$ cat src/rtl/lc3_ctrl_pkg.sv
// lc3_ctrl_pkg: opcodes, trap vector, sequencer state encodings and opcode class helpers.
package lc3_ctrl_pkg;
  localparam logic [3:0] OP_BR = 4'h0, OP_ADD = 4'h1, OP_LD = 4'h2, OP_ST = 4'h3;
  localparam logic [3:0] OP_JSR = 4'h4, OP_AND = 4'h5, OP_LDR = 4'h6, OP_STR = 4'h7;
  localparam logic [3:0] OP_RTI = 4'h8, OP_NOT = 4'h9, OP_LDI = 4'hA, OP_STI = 4'hB;
  localparam logic [3:0] OP_JMP = 4'hC, OP_RES = 4'hD, OP_LEA = 4'hE, OP_TRAP = 4'hF;
  localparam logic [7:0] TRAP_HALT = 8'h25;
  typedef enum logic [3:0] {
    S_IDLE, S_FETCH, S_FWAIT, S_DECODE, S_EXEC, S_MEM, S_MWAIT, S_WB, S_HALT, S_PAUSE
  } state_t;
  function automatic logic is_mem(input logic [3:0] op);
    return op inside {OP_LD, OP_LDR, OP_LDI, OP_ST, OP_STR, OP_STI};
  endfunction
  function automatic logic is_ld(input logic [3:0] op);
    return op inside {OP_LD, OP_LDR, OP_LDI};
  endfunction
  function automatic logic is_ind(input logic [3:0] op);
    return op inside {OP_LDI, OP_STI};
  endfunction
  function automatic logic is_wb(input logic [3:0] op);
    return op inside {OP_ADD, OP_AND, OP_NOT, OP_LEA};
  endfunction
endpackage

$ cat src/rtl/lc3_lat_timer.sv
// lc3_lat_timer: loadable 3-bit down-counter with zero flag, shared by both memory wait states.
module lc3_lat_timer (
  input  logic       clk,
  input  logic       rst,
  input  logic       load,
  input  logic [2:0] val,
  output logic       zero
);
  logic [2:0] cnt;
  assign zero = cnt == 3'd0;
  always_ff @(posedge clk)
    if (rst) cnt <= 3'd0;
    else if (load) cnt <= val;
    else if (!zero) cnt <= cnt - 3'd1;
endmodule

$ cat src/rtl/lc3_ctrl_seq.sv
// lc3_ctrl_seq: LC3 fetch/decode/execute/mem/writeback sequencer; LC3_STEP_EN adds a single-step PAUSE state.
module lc3_ctrl_seq
  import lc3_ctrl_pkg::*;
#(
  parameter int MEM_LAT = 2,
  parameter int CNT_W   = 16
) (
  input  logic             clk,
  input  logic             rst,
  input  logic             run,
  input  logic [15:0]      instr_in,
  input  logic             step,
  output logic             fetch_start,
  output logic             mem_en,
  output logic             mem_sel,
  output logic             mem_we,
  output logic             ir_load,
  output logic             exec_en,
  output logic             wb_en,
  output logic             halted,
  output logic             illegal,
  output logic [3:0]       state_out,
  output logic [CNT_W-1:0] instr_cnt
);
  state_t state, next, cont;
  logic [3:0] op;
  logic [7:0] tv;
  logic ind, zero;
`ifdef LC3_STEP_EN
  logic unused;
  assign unused = ^instr_in[11:8];
  assign cont = run ? S_PAUSE : S_IDLE;
`else
  logic unused;
  assign unused = ^{step, instr_in[11:8]};
  assign cont = run ? S_FETCH : S_IDLE;
`endif
  lc3_lat_timer u_timer (
    .clk (clk),
    .rst (rst),
    .load(state == S_FETCH || state == S_MEM),
    .val (3'(MEM_LAT - 1)),
    .zero(zero)
  );
  always_comb begin
    next = state;
    case (state)
      S_IDLE:   next = run ? S_FETCH : S_IDLE;
      S_FETCH:  next = S_FWAIT;
      S_FWAIT:  next = zero ? S_DECODE : S_FWAIT;
      S_DECODE: next = S_EXEC;
      S_EXEC:   next = (op == OP_RES || (op == OP_TRAP && tv == TRAP_HALT)) ? S_HALT :
                       is_mem(op) ? S_MEM : is_wb(op) ? S_WB : cont;
      S_MEM:    next = S_MWAIT;
      S_MWAIT:  next = !zero ? S_MWAIT : (is_ind(op) && !ind) ? S_MEM : is_ld(op) ? S_WB : cont;
      S_WB:     next = cont;
      S_HALT:   next = S_HALT;
`ifdef LC3_STEP_EN
      S_PAUSE:  next = !run ? S_IDLE : step ? S_FETCH : S_PAUSE;
`endif
      default:  next = S_IDLE;
    endcase
  end
  always_ff @(posedge clk)
    if (rst) begin
      state     <= S_IDLE;
      op        <= 4'h0;
      tv        <= 8'h00;
      ind       <= 1'b0;
      illegal   <= 1'b0;
      instr_cnt <= '0;
    end else begin
      state <= next;
      if (state == S_DECODE) begin
        op        <= instr_in[15:12];
        tv        <= instr_in[7:0];
        ind       <= 1'b0;
        instr_cnt <= instr_cnt + 1'b1;
      end else if (state == S_MWAIT && zero && is_ind(op)) ind <= 1'b1;
      if (state == S_EXEC && op == OP_RES) illegal <= 1'b1;
    end
  assign fetch_start = state == S_FETCH;
  assign mem_en      = state == S_FETCH || state == S_MEM;
  assign mem_sel     = state == S_MEM;
  // The first (pointer) pass of STI is a read; only the second pass writes.
  assign mem_we      = state == S_MEM && is_mem(op) && !is_ld(op) && (!is_ind(op) || ind);
  assign ir_load     = state == S_DECODE;
  assign exec_en     = state == S_EXEC;
  assign wb_en       = state == S_WB;
  assign halted      = state == S_HALT;
  assign state_out   = state;
endmodule

$ cat config.mk
export PLATFORM = sky130hd
export DESIGN_NAME = lc3_ctrl_seq
export DESIGN_NICKNAME = d
export VERILOG_FILES = /design/src/rtl/lc3_ctrl_pkg.sv /design/src/rtl/lc3_lat_timer.sv /design/src/rtl/lc3_ctrl_seq.sv
export SDC_FILE = /design/constraint.sdc
export NUM_CORES = 1
export LEC_CHECK = 0
export BUFFER_PORTS_ARGS = -buffer_cell sky130_fd_sc_hd__buf_2
export CORE_MARGIN = 10
export CORE_UTILIZATION = 52
export CTS_CLUSTER_SIZE = 30
export DETAILED_ROUTE_END_ITERATION = 12
export GPL_TIMING_DRIVEN = 0
export PLACE_DENSITY = 0.81
export SKIP_CTS_REPAIR_TIMING = 1
export SLEW_MARGIN = 20
export SYNTH_ARGS = -nofsm -noshare
export SYNTH_HDL_FRONTEND = slang
export SYNTH_SLANG_ARGS = --single-unit
$ cat constraint.sdc
create_clock -name clk -period 4.7 [get_ports clk]
set_clock_uncertainty 0.05 [all_clocks]
set_input_delay 0.47 -clock clk [delete_from_list [all_inputs] [get_ports clk]]
set_output_delay 0.47 -clock clk [all_outputs]
set_load 0.02 [all_outputs]
==> results.sh <==
export IMPL_drive_gt1_share_pct=21.53
export IMPL_place_congestion=0.8965
export IMPL_ys_ff_latch=37
export IMPL_drt_wirelength_per_cell_um=13.32
export IMPL_cts_tree="yes"
export IMPL_syn_nets=246
export IMPL_grt_pass1_wl_mm=7.341
export IMPL_crit_path_max_incr_delay_ns=0.36
export IMPL_insertion_delay_ns=0.35
export IMPL_grt_pass1_vias=1636
export IMPL_portBuffers=43
export IMPL_place_inst=312
export IMPL_slew_headroom_pct=67.76
export IMPL_synth_edf_count=0
export IMPL_ys_warn_count=0
export IMPL_critPathRequiredTime_ns=4.18
export IMPL_cp_slowest_cell="buf_1"
export IMPL_coreArea_um2=3337
export IMPL_crit_buf_inv=5
export IMPL_synth_main_ff_cell="dfxtp_1"
export IMPL_crit_family="buffers and inverters"
export IMPL_die_y_um=78.72
export IMPL_syn_area_um2=1793
export IMPL_cts_buffers=5
export IMPL_hold_class="in2reg"
export IMPL_grt_max_degree=13
export IMPL_cts_sinks=37
export IMPL_finalCritPeriodShare_pct=53.78
export IMPL_fin_nets=296
export IMPL_clk_pin_slew_ns=0.11
export IMPL_antenna_found_initial=0
export IMPL_root_buffer="clkbuf_4"
export IMPL_first_pass_iters=5
export IMPL_ant_nets=0
export IMPL_worstPathCellList="buf_2 > nand4bb_1 > inv_1 > buf_2 > buf_1 > buf_2"
export IMPL_synthTopCellsByCount="dfxtp_1, nand2_1, a21oi_1, nor2_1"
export IMPL_leakagePower_nw=0.8675
export IMPL_cp_start_kind="register"
export IMPL_powerDensity_nw_per_um2=329.2
export IMPL_maxCapViolations=0
export IMPL_path_max_fanout=10
export IMPL_synth_area_per_cell_um2=8.040
export IMPL_synth_top_area_cell="dfxtp_1"
export IMPL_fp_dieW_um=78.72
export IMPL_fin_crit_ns=2.528
export IMPL_path_common_cell="buf_2"
export IMPL_rows=21
export IMPL_async_reset_ff_share_pct=0
export IMPL_fmax_mhz=395.6
export IMPL_fin_setup_tns_ns=0
export IMPL_tightest_slew_ns=0.4836
export IMPL_post_layout_nonfiller_instances=320
export IMPL_synth_cell_types=42
export IMPL_ys_top_cells_by_area="dfxtp_1, a21oi_1, nand2_1"
export IMPL_finalMaxSlewViolations=0
export IMPL_drc_errors=0
export IMPL_rsz0062_at_grt="no"
export IMPL_post_synth_inst_count=223
export IMPL_post_dp_hpwl_mm=3.189
export IMPL_clockBufferDepth=2
export IMPL_n_antenna_cell=0
export IMPL_die_area_um2=6197
export IMPL_gr_total_overflow=0
export IMPL_synth_seq_area_share_pct=41.31
export IMPL_drtIter0Drc=134
export IMPL_crit_type="reg2out"
export IMPL_pin_count=49
export IMPL_initial_core_util_pct=53.73
export IMPL_track_usage_pct=14.24
export IMPL_routed_wl_mm=4.263
export IMPL_area_growth_pct=20.17
export IMPL_setup_viol=0
export IMPL_viasPerCell=5.238
export IMPL_outcome="finished, final reports clean"
export IMPL_via_count=1676
export IMPL_cts_max_level=2
export IMPL_irDropWorstVdd_mv=0.1662
export IMPL_hold_violations=0
export IMPL_synth_most_common_cell="dfxtp_1"
export IMPL_arrival_ns=2.01
export IMPL_yosys_area_top_type_share_pct=41.31
export IMPL_end_kind="output pin"
-- final cells by class --
class / instances / area, µm²
timing repair buffer: 43 / 215.2
inverter: 9 / 33.78
clock buffer: 6 / 51.30
sequential: 37 / 740.7
multi-input combinational: 165 / 970.9
fill: 318 / 1182
buffer: 12 / 47.55
clock inverter: 2 / 37.54
tap: 46 / 57.56
-- worst paths after layout --
kind	from	endpoint	slack [ns]	cells after the start
setup / recovery	state_out[0]$_SDFF_PP0_	ir_load	2.17	6
hold / removal	instr_in[14]	op[2]$_SDFFE_PP0P_	0.29	3
setup reg to reg	state_out[0]$_SDFF_PP0_	instr_cnt[13]$_SDFFE_PP0P_	2.83	5
hold reg to reg	tv[0]$_SDFFE_PP0P_	tv[0]$_SDFFE_PP0P_	0.42	2
-- tightest hold or removal path, cell delays in order --
cell and delay [ns]:
buf_2 0.09, nand2_1 0.04, a21oi_1 0.05
-- where the power goes --
group          switching, W  internal (W)  total (W)
registers         0.0000116      0.000331   0.000342
clock network      0.000110      0.000126   0.000236
logic             0.0000773     0.0000535   0.000131
-- metrics by stage --
step	util (%)	hold slack, ns	total power (W)	worst slack [ns]	cell area, µm²
3_5_place_dp	61.90	0.3978	0.0004801	2.547	2066
6_report	64.57	0.2942	0.0007092	2.172	2155
4_1_cts	64.57	0.2778	0.0007144	2.130	2155
3_3_place_gp	61.90	0.3894	0.0004781	2.533	2066
2_1_floorplan	-	0.3812	0.0004471	2.302	1793
5_1_grt	64.57	0.2731	0.0007527	1.951	2155
-- cell usage in the layout (no fill, tap or decap), types with 7 or more instances in the layout --
cell type / instances
buf_2: 45
dfxtp_1: 37
nand2_1: 33
a21oi_1: 25
nor2_1: 19
inv_1: 9
nand2b_1: 9
or3_1: 8
nor3_1: 8
clkbuf_1: 7
xnor2_1: 7
-- sequential cells by signal, summed over array words and instances, names as in the netlist --
register / count
op: 4
state_out: 4
u_timer.cnt: 3
instr_cnt: 16
illegal: 1
ind: 1
tv: 8
-- metal layers --
| layer | track usage [%] | vias to the layer above | part of all wire (%) |
|---|---|---|---|
| li1 | - | 879 | - |
| met3 | 5.405 | 3 | 6.9 |
| met5 | 0 | - | 0 |
| met4 | 5.556 | 0 | 0.66 |
| met1 | 16.70 | 757 | 46 |
| met2 | 23.03 | 37 | 47 |
-- logic make-up (layout without fill, tap and decap cells) --
family | after synthesis | count (layout) | synth area share (%)
mux | 4 | 4 | 2.373
compound gates | 44 | 44 | 14.45
simple gates | 104 | 104 | 30.36
flops | 37 | 37 | 41.31
xor+xnor | 10 | 10 | 4.885
buf+inv | 21 | 72 | 4.536
fa+ha+maj | 3 | 3 | 2.094
(Power assumes the default switching activity.)
